<file path="src/rtl/rst_seq_pkg.sv">
// Shared definitions for the reset sequencer: FSM states and counter sizing.
package rst_seq_pkg;

    typedef enum logic [2:0] {
        IDLE,
        DELAY,
        WAIT_DONE,
        READY,
        FAULT
    } seq_state_t;

    // The one counter times both the settle delay and the acknowledge
    // timeout, so it must hold the larger of the two without wrapping.
    function automatic int cnt_width(input int delay_cycles, input int timeout_cycles);
        int largest;
        largest = (delay_cycles > timeout_cycles) ? delay_cycles : timeout_cycles;
        return $clog2(largest + 1);
    endfunction

endpackage

</file>
<file path="src/rtl/reset_sync.sv">
// Asynchronous-assert / synchronous-deassert reset synchroniser.
// Any clock domain can reuse it to get a glitch-free release of a reset.
module reset_sync #(
    parameter int SYNC_STAGES = 2
) (
    input  logic clk,
    input  logic rst_in,
    output logic rst_out
);

    logic [SYNC_STAGES-1:0] chain;

    // Assert at once on rst_in, then shift zeros in so release takes SYNC_STAGES edges.
    always_ff @(posedge clk or posedge rst_in) begin
        if (rst_in) begin
            chain <= '1;
        end else begin
            chain <= {chain[SYNC_STAGES-2:0], 1'b0};
        end
    end

    assign rst_out = chain[SYNC_STAGES-1];

endmodule

</file>
<file path="src/rtl/reset_sequencer.sv">
// Releases NUM_STAGES downstream reset domains one at a time after the
// incoming reset has been re-synchronised. Each release follows a settle
// delay and, for stages selected in DONE_MASK, waits for that stage's
// done level under a timeout. A timeout re-asserts every stage and latches
// the failing stage index until the next reset.
module reset_sequencer
    import rst_seq_pkg::*;
#(
    parameter int                    NUM_STAGES  = 4,
    parameter int                    STAGE_DELAY = 1000,
    parameter int                    TIMEOUT     = 100000,
    parameter int                    SYNC_STAGES = 2,
    parameter logic [NUM_STAGES-1:0] DONE_MASK   = '1
) (
    input  logic                  clk_100m,
    input  logic                  reset,
    input  logic [NUM_STAGES-1:0] stage_done,
    output logic [NUM_STAGES-1:0] stage_rst,
    output logic                  sys_ready,
    output logic                  timeout_err,
    output logic [3:0]            err_stage
);

    localparam int CW    = cnt_width(STAGE_DELAY, TIMEOUT);
    localparam int IDX_W = (NUM_STAGES > 1) ? $clog2(NUM_STAGES) : 1;

    // Terminal counts: the transition fires on the edge where the counter
    // already holds the last value, so the state lasts exactly N edges.
    localparam logic [CW-1:0]    DELAY_LAST   = CW'(STAGE_DELAY - 1);
    localparam logic [CW-1:0]    TIMEOUT_LAST = CW'(TIMEOUT - 1);
    localparam logic [IDX_W-1:0] LAST_IDX     = IDX_W'(NUM_STAGES - 1);

    logic                  rst_sync;
    seq_state_t            state, next_state;
    logic [CW-1:0]         cnt, next_cnt;
    logic [IDX_W-1:0]      idx, next_idx;
    logic [NUM_STAGES-1:0] next_stage_rst;
    logic                  next_sys_ready;
    logic                  next_timeout_err;
    logic [3:0]            next_err_stage;

    reset_sync #(
        .SYNC_STAGES(SYNC_STAGES)
    ) u_reset_sync (
        .clk     (clk_100m),
        .rst_in  (reset),
        .rst_out (rst_sync)
    );

    // State, counter, stage index and every output are registered here, so
    // stage_done never reaches an output combinationally.
    always_ff @(posedge clk_100m or posedge reset) begin
        if (reset) begin
            state       <= IDLE;
            cnt         <= '0;
            idx         <= '0;
            stage_rst   <= '1;
            sys_ready   <= 1'b0;
            timeout_err <= 1'b0;
            err_stage   <= 4'd0;
        end else begin
            state       <= next_state;
            cnt         <= next_cnt;
            idx         <= next_idx;
            stage_rst   <= next_stage_rst;
            sys_ready   <= next_sys_ready;
            timeout_err <= next_timeout_err;
            err_stage   <= next_err_stage;
        end
    end

    // Sequencing decisions: settle, release, optionally await done, advance.
    always_comb begin
        next_state       = state;
        next_cnt         = cnt;
        next_idx         = idx;
        next_stage_rst   = stage_rst;
        next_sys_ready   = sys_ready;
        next_timeout_err = timeout_err;
        next_err_stage   = err_stage;

        case (state)
            IDLE: begin
                if (!rst_sync) begin
                    next_state = DELAY;
                    next_cnt   = '0;
                    next_idx   = '0;
                end
            end

            DELAY: begin
                if (cnt == DELAY_LAST) begin
                    next_stage_rst[idx] = 1'b0;
                    next_cnt            = '0;
                    if (DONE_MASK[idx]) begin
                        next_state = WAIT_DONE;
                    end else if (idx == LAST_IDX) begin
                        next_state     = READY;
                        next_sys_ready = 1'b1;
                    end else begin
                        next_state = DELAY;
                        next_idx   = idx + 1'b1;
                    end
                end else begin
                    next_cnt = cnt + 1'b1;
                end
            end

            WAIT_DONE: begin
                // done is tested before the timeout so a coincident ack wins
                if (stage_done[idx]) begin
                    next_cnt = '0;
                    if (idx == LAST_IDX) begin
                        next_state     = READY;
                        next_sys_ready = 1'b1;
                    end else begin
                        next_state = DELAY;
                        next_idx   = idx + 1'b1;
                    end
                end else if (cnt == TIMEOUT_LAST) begin
                    next_state       = FAULT;
                    next_cnt         = '0;
                    next_stage_rst   = '1;
                    next_sys_ready   = 1'b0;
                    next_timeout_err = 1'b1;
                    next_err_stage   = 4'(idx);
                end else begin
                    next_cnt = cnt + 1'b1;
                end
            end

            READY: begin
                next_state = READY;
            end

            FAULT: begin
                next_state = FAULT;
            end

            default: begin
                next_state = IDLE;
            end
        endcase
    end

endmodule

</file>
<file path="config.mk">
export PLATFORM = sky130hd
export DESIGN_NAME = reset_sequencer
export DESIGN_NICKNAME = d
export VERILOG_FILES = /design/src/rtl/rst_seq_pkg.sv /design/src/rtl/reset_sync.sv /design/src/rtl/reset_sequencer.sv
export SDC_FILE = /design/constraint.sdc
export NUM_CORES = 1
export LEC_CHECK = 0
export ABC_AREA = 1
export CORE_UTILIZATION = 30
export CTS_CLUSTER_SIZE = 28
export DETAILED_ROUTE_END_ITERATION = 12
export PLACE_DENSITY = 0.58
export SETUP_SLACK_MARGIN = 0.02
export SYNTH_ARGS = -nofsm -noshare
export SYNTH_HDL_FRONTEND = slang
export SYNTH_SLANG_ARGS = --single-unit
</file>
<file path="constraint.sdc">
create_clock -name clk_100m -period 1.7 [get_ports clk_100m]
set_clock_uncertainty 0.05 [all_clocks]
set_input_delay 0.425 -clock clk_100m [delete_from_list [all_inputs] [get_ports clk_100m]]
set_output_delay 0.425 -clock clk_100m [all_outputs]
set_load 0.02 [all_outputs]
</file>
==> results of run 1 <==
## final cells by class
class	instances	area share, %
multi-input cells	233	46.07
flip-flops and latches	32	30.63
repair buffers	28	8.807
inverters	41	5.871
well taps	96	4.545
clock buffers	6	2.746
clock inverters	2	1.326
## kinds of logic (layout without fill, tap and decap cells)
family / after synthesis / count (layout) / share of synthesized area [%]
flip-flops: 32 / 32 / 36.70
adder cells (fa/ha/maj): 5 / 5 / 2.841
other: 1 / 3 / 0.1703
buffers and inverters: 46 / 77 / 8.920
AO/OA/AOI/OAI: 16 / 16 / 4.262
XOR/XNOR: 7 / 7 / 2.784
AND/OR/NAND/NOR: 202 / 202 / 44.32
## layout by cell type (no fill, tap or decap), drive strengths merged
| cell | netlist | final |
|---|---|---|
| buf | 5 | 15 |
| dfrtp | 26 | 26 |
| clkbuf | 0 | 6 |
| a31oi | 1 | 1 |
| nor2 | 49 | 49 |
| and2 | 1 | 1 |
| a21o | 1 | 1 |
| nor3b | 1 | 1 |
| ha | 5 | 5 |
| nand3b | 1 | 1 |
| o21ai | 11 | 11 |
| nand3 | 32 | 32 |
| xnor2 | 2 | 2 |
| nand2 | 102 | 102 |
| bufinv | 0 | 1 |
| nand4 | 14 | 14 |
| conb | 1 | 3 |
| inv | 39 | 39 |
| dfstp | 6 | 6 |
| clkdlybuf4s50 | 0 | 5 |
| a21oi | 2 | 2 |
| dlygate4sd2 | 0 | 8 |
| clkinv | 2 | 3 |
| xor2 | 5 | 5 |
| a21boi | 1 | 1 |
| nor3 | 2 | 2 |
## where the power goes
part	switching [mW]	internal [mW]	leakage, nW
Clock	0.291	0.435	0.0552
Combinational	0.912	0.524	0.819
Sequential	0.131	0.909	0.405
Total	1.33	1.87	1.28
## path summary, 6_finish.rpt
| kind | depth (start not counted) | endpoint | start | slack [ns] |
|---|---|---|---|---|
| worst min-delay path | 0 | u_reset_sync.chain[1] | u_reset_sync.chain[0] | 0.31 |
| max in group asynchronous | 3 | stage_rst[2] | reset | 0.94 |
| worst max register to register | 9 | cnt[2] | cnt[1] | 0.12 |
| worst max-delay path | 1 | stage_rst[3] | stage_rst[3] | 0.07 |
| min in group asynchronous | 3 | cnt[3] | reset | 0.42 |
| worst min register to register | 0 | u_reset_sync.chain[1] | u_reset_sync.chain[0] | 0.31 |
## through the flow
step / power (mW) / hold WS (ns) / std cells / utilization [%]
3_3_place_gp: 2.428 / 0.2966 / 426 / 36.02
2_1_floorplan: 2.048 / 0.2952 / 311 / -
4_1_cts: 3.129 / 0.3083 / 434 / 37.42
3_5_place_dp: 2.419 / 0.2979 / 426 / 36.02
6_report: 3.201 / 0.3070 / 438 / 38.05
5_1_grt: 3.466 / 0.3154 / 438 / 38.05
## layer usage
layer | global-route usage (%) | vias to the layer above
met3 | 3.110 | 4
met2 | 23.08 | 36
met5 | 0 | -
met1 | 19.47 | 884
li1 | - | 1032
met4 | 4.471 | 0
## state kept, by name, summed over array words and instances (netlist names)
register            cells
cnt                    17
timeout_err             1
u_reset_sync.chain      2
err_stage               2
idx                     2
stage_rst               4
state                   3
sys_ready               1
## worst register-to-register path: stages, from the launching register on
cell and delay, ns:
dfrtp_1 0.40, ha_4 0.17, nand2_2 0.07, clkinv_2 0.09, nand2_1 0.07, nor2_2 0.11
nand3_2 0.08, nand2_4 0.14, nand2_4 0.11, a21o_1 0.18
## repair_timing
action,CTS,global route
hold buffers,0,0
pin swaps,0,2
buffers inserted,0,4
setup endpoints to repair,8,20
resized for setup,8,3
==> flow_metrics.tcl, run 1 <==
set metrics [dict create \
    status "complete, no violations" \
    antenna_found_initial 0 \
    hp-class "reg2reg" \
    synth_ff_type "dfrtp_1" \
    ys_warn_count 0 \
    cts_root_buffer "clkbuf_8" \
    path_buf_inv 1 \
    wirelength_mm 4.903 \
    ys_ff_latch 32 \
    syn2layout_area_growth_pct 20.00 \
    seq_area_frac_synth_pct 36.70 \
    cp_cell_sequence "dlygate4sd2_1" \
    leakage_nw 1.279 \
    fin_crit_ns 1.627 \
    final-setup-viol-count 0 \
    critPathMaxStageDelay_ns 0.54 \
    grt_max_degree 18 \
    ir_worst_vdd_uv 324.2 \
    syn-instance-count 309 \
    die_w_um 87.68 \
    async_flop_share_pct 100.0 \
    gp_congestion 0.8867 \
    grt_pass1_vias 1876 \
    synth_top_area_cell "dfrtp_1" \
    synthMostInstantiatedCell "nand2_1" \
    diodes 0 \
    ys_types 33 \
    highest_layer "met4" \
    required_ns 1.22 \
    vias_per_cell 4.466 \
    portBuffers 13 \
    crit_arrival_ns 1.15 \
    synth-edff-count 0 \
    initialDrtViolationCount 106 \
    vias 1956 \
    fin_crit_sh_pct 95.71 \
    rows 30 \
    coreArea_um2 6944 \
    slew_violations 0 \
    timing.fmax_ghz 0.6146 \
    dp_hpwl_mm 3.809 \
    post_drt_wl_per_cell_um 11.19 \
    grt_pass1_wl_mm 8.569 \
    cts_made_buffers 5 \
    multi_input_area_um2 1217 \
    wl_met2_mm 2.197 \
    tritoncts "done" \
    rsz0062_at_grt "no" \
    ioPinCount 16 \
    path_max_fanout 3 \
    wl_met1_mm 2.502 \
    synth.area.top_cells "dfrtp_1 (30%), nand2_1 (16%), dfstp_2 (7.2%)" \
    clk_latency_ns 0.29 \
    grt_usage_pct 14.42 \
    die_h_um 87.68 \
    path_delay_family "flip-flops" \
    critPathKind "reg2out" \
    dr_wl_met3_um 148 \
    ant_nets 0 \
    fin_ws_ns 0.07287 \
    fin_area_um2 2643 \
    cap_violations 0 \
    yosys.area.top_type_share_pct 29.55 \
    register_area_um2 809.5 \
    cts_buffer_depth 2 \
    placed_area_um2 2501 \
    drive_gt1_share_pct 19.88 \
    clock_sinks 32 \
    cpMaxStageDelayCell "dfstp_2" \
    post-place-ws_ns -0.1215 \
    p_per_area_nw_per_um2 1212 \
    ys_top_cells_by_count "nand2_1 (91), nor2_1 (38), inv_1 (31)" \
    nets 352 \
    dr.pass1.iters 4 \
    fill_cells 703 \
    syn-cell-area_um2 2202 \
    drc 0 \
    tns_ns 0 \
    hold_viol 0 \
    die_area_um2 7687 \
    clk_pin_slew_ns 0.07 \
    grt_overflow 0 \
    htreeDepth 2 \
    startpoint_type "flop" \
    cp-end-kind "primary output" \
    start_util_pct 31.71 \
    syn_area_per_cell_um2 7.127 \
]
Note: power is estimated with default switching activity, not from simulation.
==> run 2: changes to the inputs <==
--- a/config.mk
+++ b/config.mk
@@ -9,6 +9,7 @@
 export CORE_UTILIZATION = 30
 export CTS_CLUSTER_SIZE = 28
 export DETAILED_ROUTE_END_ITERATION = 12
+export GPL_TIMING_DRIVEN = 0
 export PLACE_DENSITY = 0.58
 export SETUP_SLACK_MARGIN = 0.02
 export SYNTH_ARGS = -nofsm -noshare
==> flow_metrics.tcl, run 2 (synthesis gave the netlist of run 1 again) <==
set metrics [dict create \
    status "complete, no violations" \
    die_area_um2 7687 \
    ant_nets 0 \
    path_buf_inv 1 \
    cap_violations 0 \
    gp_congestion 0.9108 \
    die_w_um 87.68 \
    diodes 0 \
    maxSlewHeadroom_pct 54.09 \
    cp.depth 1 \
    leakage_nw 1.239 \
    r2r-end "cnt[16]" \
    timing.fmax_ghz 0.6154 \
    cp-end-kind "primary output" \
    cpMaxStageDelayCell "dfstp_2" \
    clock_sinks 32 \
    min-delay-start "u_reset_sync.chain[0]" \
    coreArea_um2 6944 \
    cts_made_buffers 5 \
    cts_root_buffer "clkbuf_8" \
    grt_pass1_wl_mm 8.362 \
    largest_register "cnt" \
    r2r-start "cnt[1]" \
    ioPinCount 16 \
    htreeDepth 2 \
    fill_cells 750 \
    wirelength_mm 4.872 \
    portBuffers 13 \
    drc 0 \
    hp-class "reg2reg" \
    p_per_area_nw_per_um2 1191 \
    cp-endpoint "stage_rst[2]" \
    path_max_fanout 3 \
    dr.pass1.iters 4 \
    grt_max_degree 33 \
    nets 347 \
    start_util_pct 31.71 \
    post_drt_wl_per_cell_um 11.25 \
    grt_overflow 0 \
    drive_gt1_share_pct 20.47 \
    final-setup-viol-count 0 \
    post-place-ws_ns -0.3016 \
    fin_crit_sh_pct 95.58 \
    vias_per_cell 4.436 \
    hold_slack_ns 0.3067 \
    clk_latency_ns 0.28 \
    tritoncts "done" \
    required_ns 1.22 \
    rsz0062_at_grt "yes" \
    critPathMaxStageDelay_ns 0.54 \
    mostFrequentLayoutCells "nand2_1 (87), nor2_1 (38), inv_1 (30)" \
    reg2reg_setup_slack_ns 0.09 \
    reg_top3 "cnt (17), stage_rst (4), state (3)" \
    clk_pin_slew_ns 0.07 \
    largest_register_ffs 17 \
    initialDrtViolationCount 112 \
    ir_worst_vdd_uv 437.8 \
    startpoint_type "flop" \
    cts_buffer_depth 2 \
    tightest_slew_ns 0.6871 \
    finalPower_mw 3.131 \
    dp.cells 420 \
    grt_pass1_vias 1843 \
    cp_cell_sequence "dlygate4sd2_1" \
    ff2ff_path_depth 8 \
    fin_ws_ns 0.07511 \
    mostFrequentLayoutCell "nand2_1" \
    rows 30 \
    slew_violations 0 \
    die_h_um 87.68 \
    vias 1921 \
    path_delay_family "flip-flops" \
    hold_viol 0 \
    fin_crit_ns 1.625 \
    syn2layout_area_growth_pct 19.37 \
    dp_hpwl_mm 3.692 \
    antenna_found_initial 0 \
    critPathKind "reg2out" \
    crit_start "stage_rst[2]" \
    fin_cells 433 \
    tns_ns 0 \
    grt_usage_pct 13.99 \
    crit_arrival_ns 1.15 \
]
run 2: cell count changes in the layout (fill, tap and decap cells not counted), sizes merged:
cell	delta
bufinv	-1
clkinvlp	+1
clkinv	-1
clkbuf	+1
buf	-5
run 2: metrics by stage:
| step | area [um2] | utilization [%] |
|---|---|---|
| floorplan | 2210 | - |
| global placement | 2460 | 35.42 |
| detailed placement | 2460 | 35.42 |
| CTS | 2535 | 36.50 |
| global route | 2629 | 37.86 |
| finish | 2629 | 37.86 |
run 2: how the worst min path moves through the flow:
| stage | cells past startpoint | slack, ns | endpoint |
|---|---|---|---|
| 6_report | 0 | 0.31 | u_reset_sync.chain[1] |
| 5_1_grt | 0 | 0.31 | u_reset_sync.chain[1] |
| 4_1_cts | 0 | 0.31 | u_reset_sync.chain[1] |
| 3_5_place_dp | 0 | 0.30 | u_reset_sync.chain[1] |
| 3_3_place_gp | 0 | 0.30 | u_reset_sync.chain[1] |
| 2_1_floorplan | 0 | 0.30 | u_reset_sync.chain[1] |
run 2: metal layers:
layer	up-vias	track usage [%]	wire length [um]
met5	-	0	0
met4	0	4.471	65
met3	5	2.262	88
met2	19	22.73	2210
met1	866	19.03	2508
li1	1031	-	-
run 2: what timing repair did:
item,in CTS,in global routing
setup buffers,0,5
pin swaps,0,3
resized for setup,9,16
endpoints found under the setup margin,34,26
hold buffers,0,0
run 2: cell type report:
type / instances / area, um2 / area share (%)
clock buffers: 7 / 76.32 / 2.903
repair buffers: 18 / 165.2 / 6.283
multi-input cells: 233 / 1244 / 47.31
plain buffers: 5 / 41.29 / 1.571
inverters: 41 / 165.2 / 6.283
clock inverters: 1 / 5.005 / 0.1904
well taps: 96 / 120.1 / 4.569
flip-flops and latches: 32 / 812.0 / 30.89
run 2: report_power, final:
group	total [mW]	internal, mW	leakage (nW)	switching, mW
clock network	0.565	0.287	0.0422	0.278
registers	1.05	0.911	0.402	0.138
logic	1.52	0.557	0.795	0.960
==> run 3: changes to the inputs <==
--- a/config.mk
+++ b/config.mk
@@ -6,11 +6,11 @@
 export NUM_CORES = 1
 export LEC_CHECK = 0
 export ABC_AREA = 1
-export CORE_UTILIZATION = 30
+export CORE_UTILIZATION = 59
 export CTS_CLUSTER_SIZE = 28
 export DETAILED_ROUTE_END_ITERATION = 12
 export GPL_TIMING_DRIVEN = 0
-export PLACE_DENSITY = 0.58
+export PLACE_DENSITY = 0.92
 export SETUP_SLACK_MARGIN = 0.02
 export SYNTH_ARGS = -nofsm -noshare
 export SYNTH_HDL_FRONTEND = slang
==> flow_metrics.tcl, run 3 (synthesis gave the netlist of run 1 again) <==
set metrics [dict create \
    grt_pass1_wl_mm 8.390 \
    grt_overflow 0 \
    largest_register "cnt" \
    tritoncts "done" \
    reg_top3 "cnt (17), stage_rst (4), state (3)" \
    antenna_found_initial 0 \
    coreArea_um2 3442 \
    dp_hpwl_mm 3.595 \
    wirelength_mm 5.006 \
    die_h_um 63.10 \
    cpMaxStageDelayCell "dfstp_2" \
    use_met3_pct 5.797 \
    met2_usage_pct 41.40 \
    htreeDepth 2 \
    p_per_area_nw_per_um2 1269 \
    hold_viol 0 \
    portBuffers 13 \
    startpoint_type "flop" \
    critPathMaxStageDelay_ns 0.54 \
    nets 351 \
    grt_usage_pct 26.79 \
    hold_buffers 0 \
    grtUsageMet1_pct 35.98 \
    cts_made_buffers 5 \
    fin_crit_sh_pct 95.56 \
    initialDrtViolationCount 163 \
    leakage_nw 1.298 \
    cp_cell_sequence "dlygate4sd2_1" \
    finalPower_mw 3.349 \
    slew_violations 0 \
    required_ns 1.22 \
    cts_buffer_depth 2 \
    path_max_fanout 3 \
    tightest_slew_ns 0.5559 \
    grt_pass1_vias 1920 \
    largest_register_ffs 17 \
    dr.pass1.iters 5 \
    timing.fmax_ghz 0.6155 \
    path_delay_family "flip-flops" \
    grt_max_degree 33 \
    ir_worst_vdd_uv 1010 \
    drc 0 \
    post_drt_wl_per_cell_um 12.94 \
    reg2reg_setup_slack_ns 0.08 \
    busiest_layer "met2" \
    clock_sinks 32 \
    mostFrequentLayoutCells "nand2_1 (90), nor2_1 (37), inv_1 (30)" \
    fill_cells 256 \
    path_buf_inv 1 \
    final-setup-viol-count 0 \
    clk_pin_slew_ns 0.06 \
    clk_latency_ns 0.29 \
    fin_crit_ns 1.625 \
    tns_ns 0 \
    syn2layout_area_growth_pct 19.89 \
    start_util_pct 63.98 \
    crit_arrival_ns 1.15 \
    diodes 0 \
    hp-class "reg2reg" \
    maxSlewHeadroom_pct 62.90 \
    vias_per_cell 5.382 \
    cp-end-kind "primary output" \
    status "complete, no violations" \
    fin_util_pct 76.70 \
    die_area_um2 3981 \
    ant_nets 0 \
    cap_violations 0 \
    critPathKind "reg2out" \
    ioPinCount 16 \
    gp_congestion 0.9176 \
    die_w_um 63.10 \
    drive_gt1_share_pct 20.82 \
    mostFrequentLayoutCell "nand2_1" \
    rows 21 \
    cts_root_buffer "clkbuf_8" \
    vias 2083 \
]
## run 3: cell types whose count changed in the layout (fill, tap and decap cells not counted), moves of 2 or more
cell / change
nand2_1: +3
nand2_4: +2
buf_4: +3
inv_2: +2
nand2_2: -4
## run 3: through the flow
step	worst slack [ns]	instances	hold WS [ns]	cell area (um2)
floorplan	0.2194	311	0.2952	2210
detailed placement	-0.2346	370	0.3061	2397
CTS	0.02489	378	0.3151	2495
global route	-0.005329	387	0.3156	2640
finish	0.07543	387	0.3146	2640
global placement	-0.1769	370	0.2963	2397
## run 3: worst paths after layout
path / to / startpoint / depth (start not counted)
max: stage_rst[1] / stage_rst[1] / 1
max in group asynchronous: stage_rst[1] / reset / 3
min in group asynchronous: cnt[13] / reset / 2
min reg2reg: u_reset_sync.chain[1] / u_reset_sync.chain[0] / 0
max reg2reg: cnt[2] / cnt[1] / 9
min: u_reset_sync.chain[1] / u_reset_sync.chain[0] / 0
## run 3: cell type report
cell class	instances	area, um2	share of cell area (%)
clock buffer	6	72.57	2.749
buffer	5	41.29	1.564
multi-input combinational	234	1260	47.73
timing repair buffer	21	203.9	7.725
tap	46	57.56	2.180
sequential	32	810.8	30.71
clock inverter	2	35.03	1.327
inverter	41	158.9	6.019
## run 3: repair_timing
item / CTS / global route
cloned: 0 / 1
pin swaps: 0 / 4
setup endpoints to repair: 8 / 24
buffers inserted: 0 / 7
resized for setup: 8 / 16
## run 3: power by group
| group | internal, mW | switching, mW | total, mW | leakage (nW) |
|---|---|---|---|---|
| Clock | 0.434 | 0.274 | 0.709 | 0.0552 |
| Sequential | 0.911 | 0.152 | 1.06 | 0.403 |
| Combinational | 0.575 | 1.00 | 1.58 | 0.839 |
| Total | 1.92 | 1.43 | 3.35 | 1.30 |
## run 3: metal layers
layer | part of all wire [%] | wire length (um)
met1 | 43 | 2143
met2 | 47 | 2364
met3 | 7.9 | 397
met4 | 2.0 | 101
met5 | 0 | 0
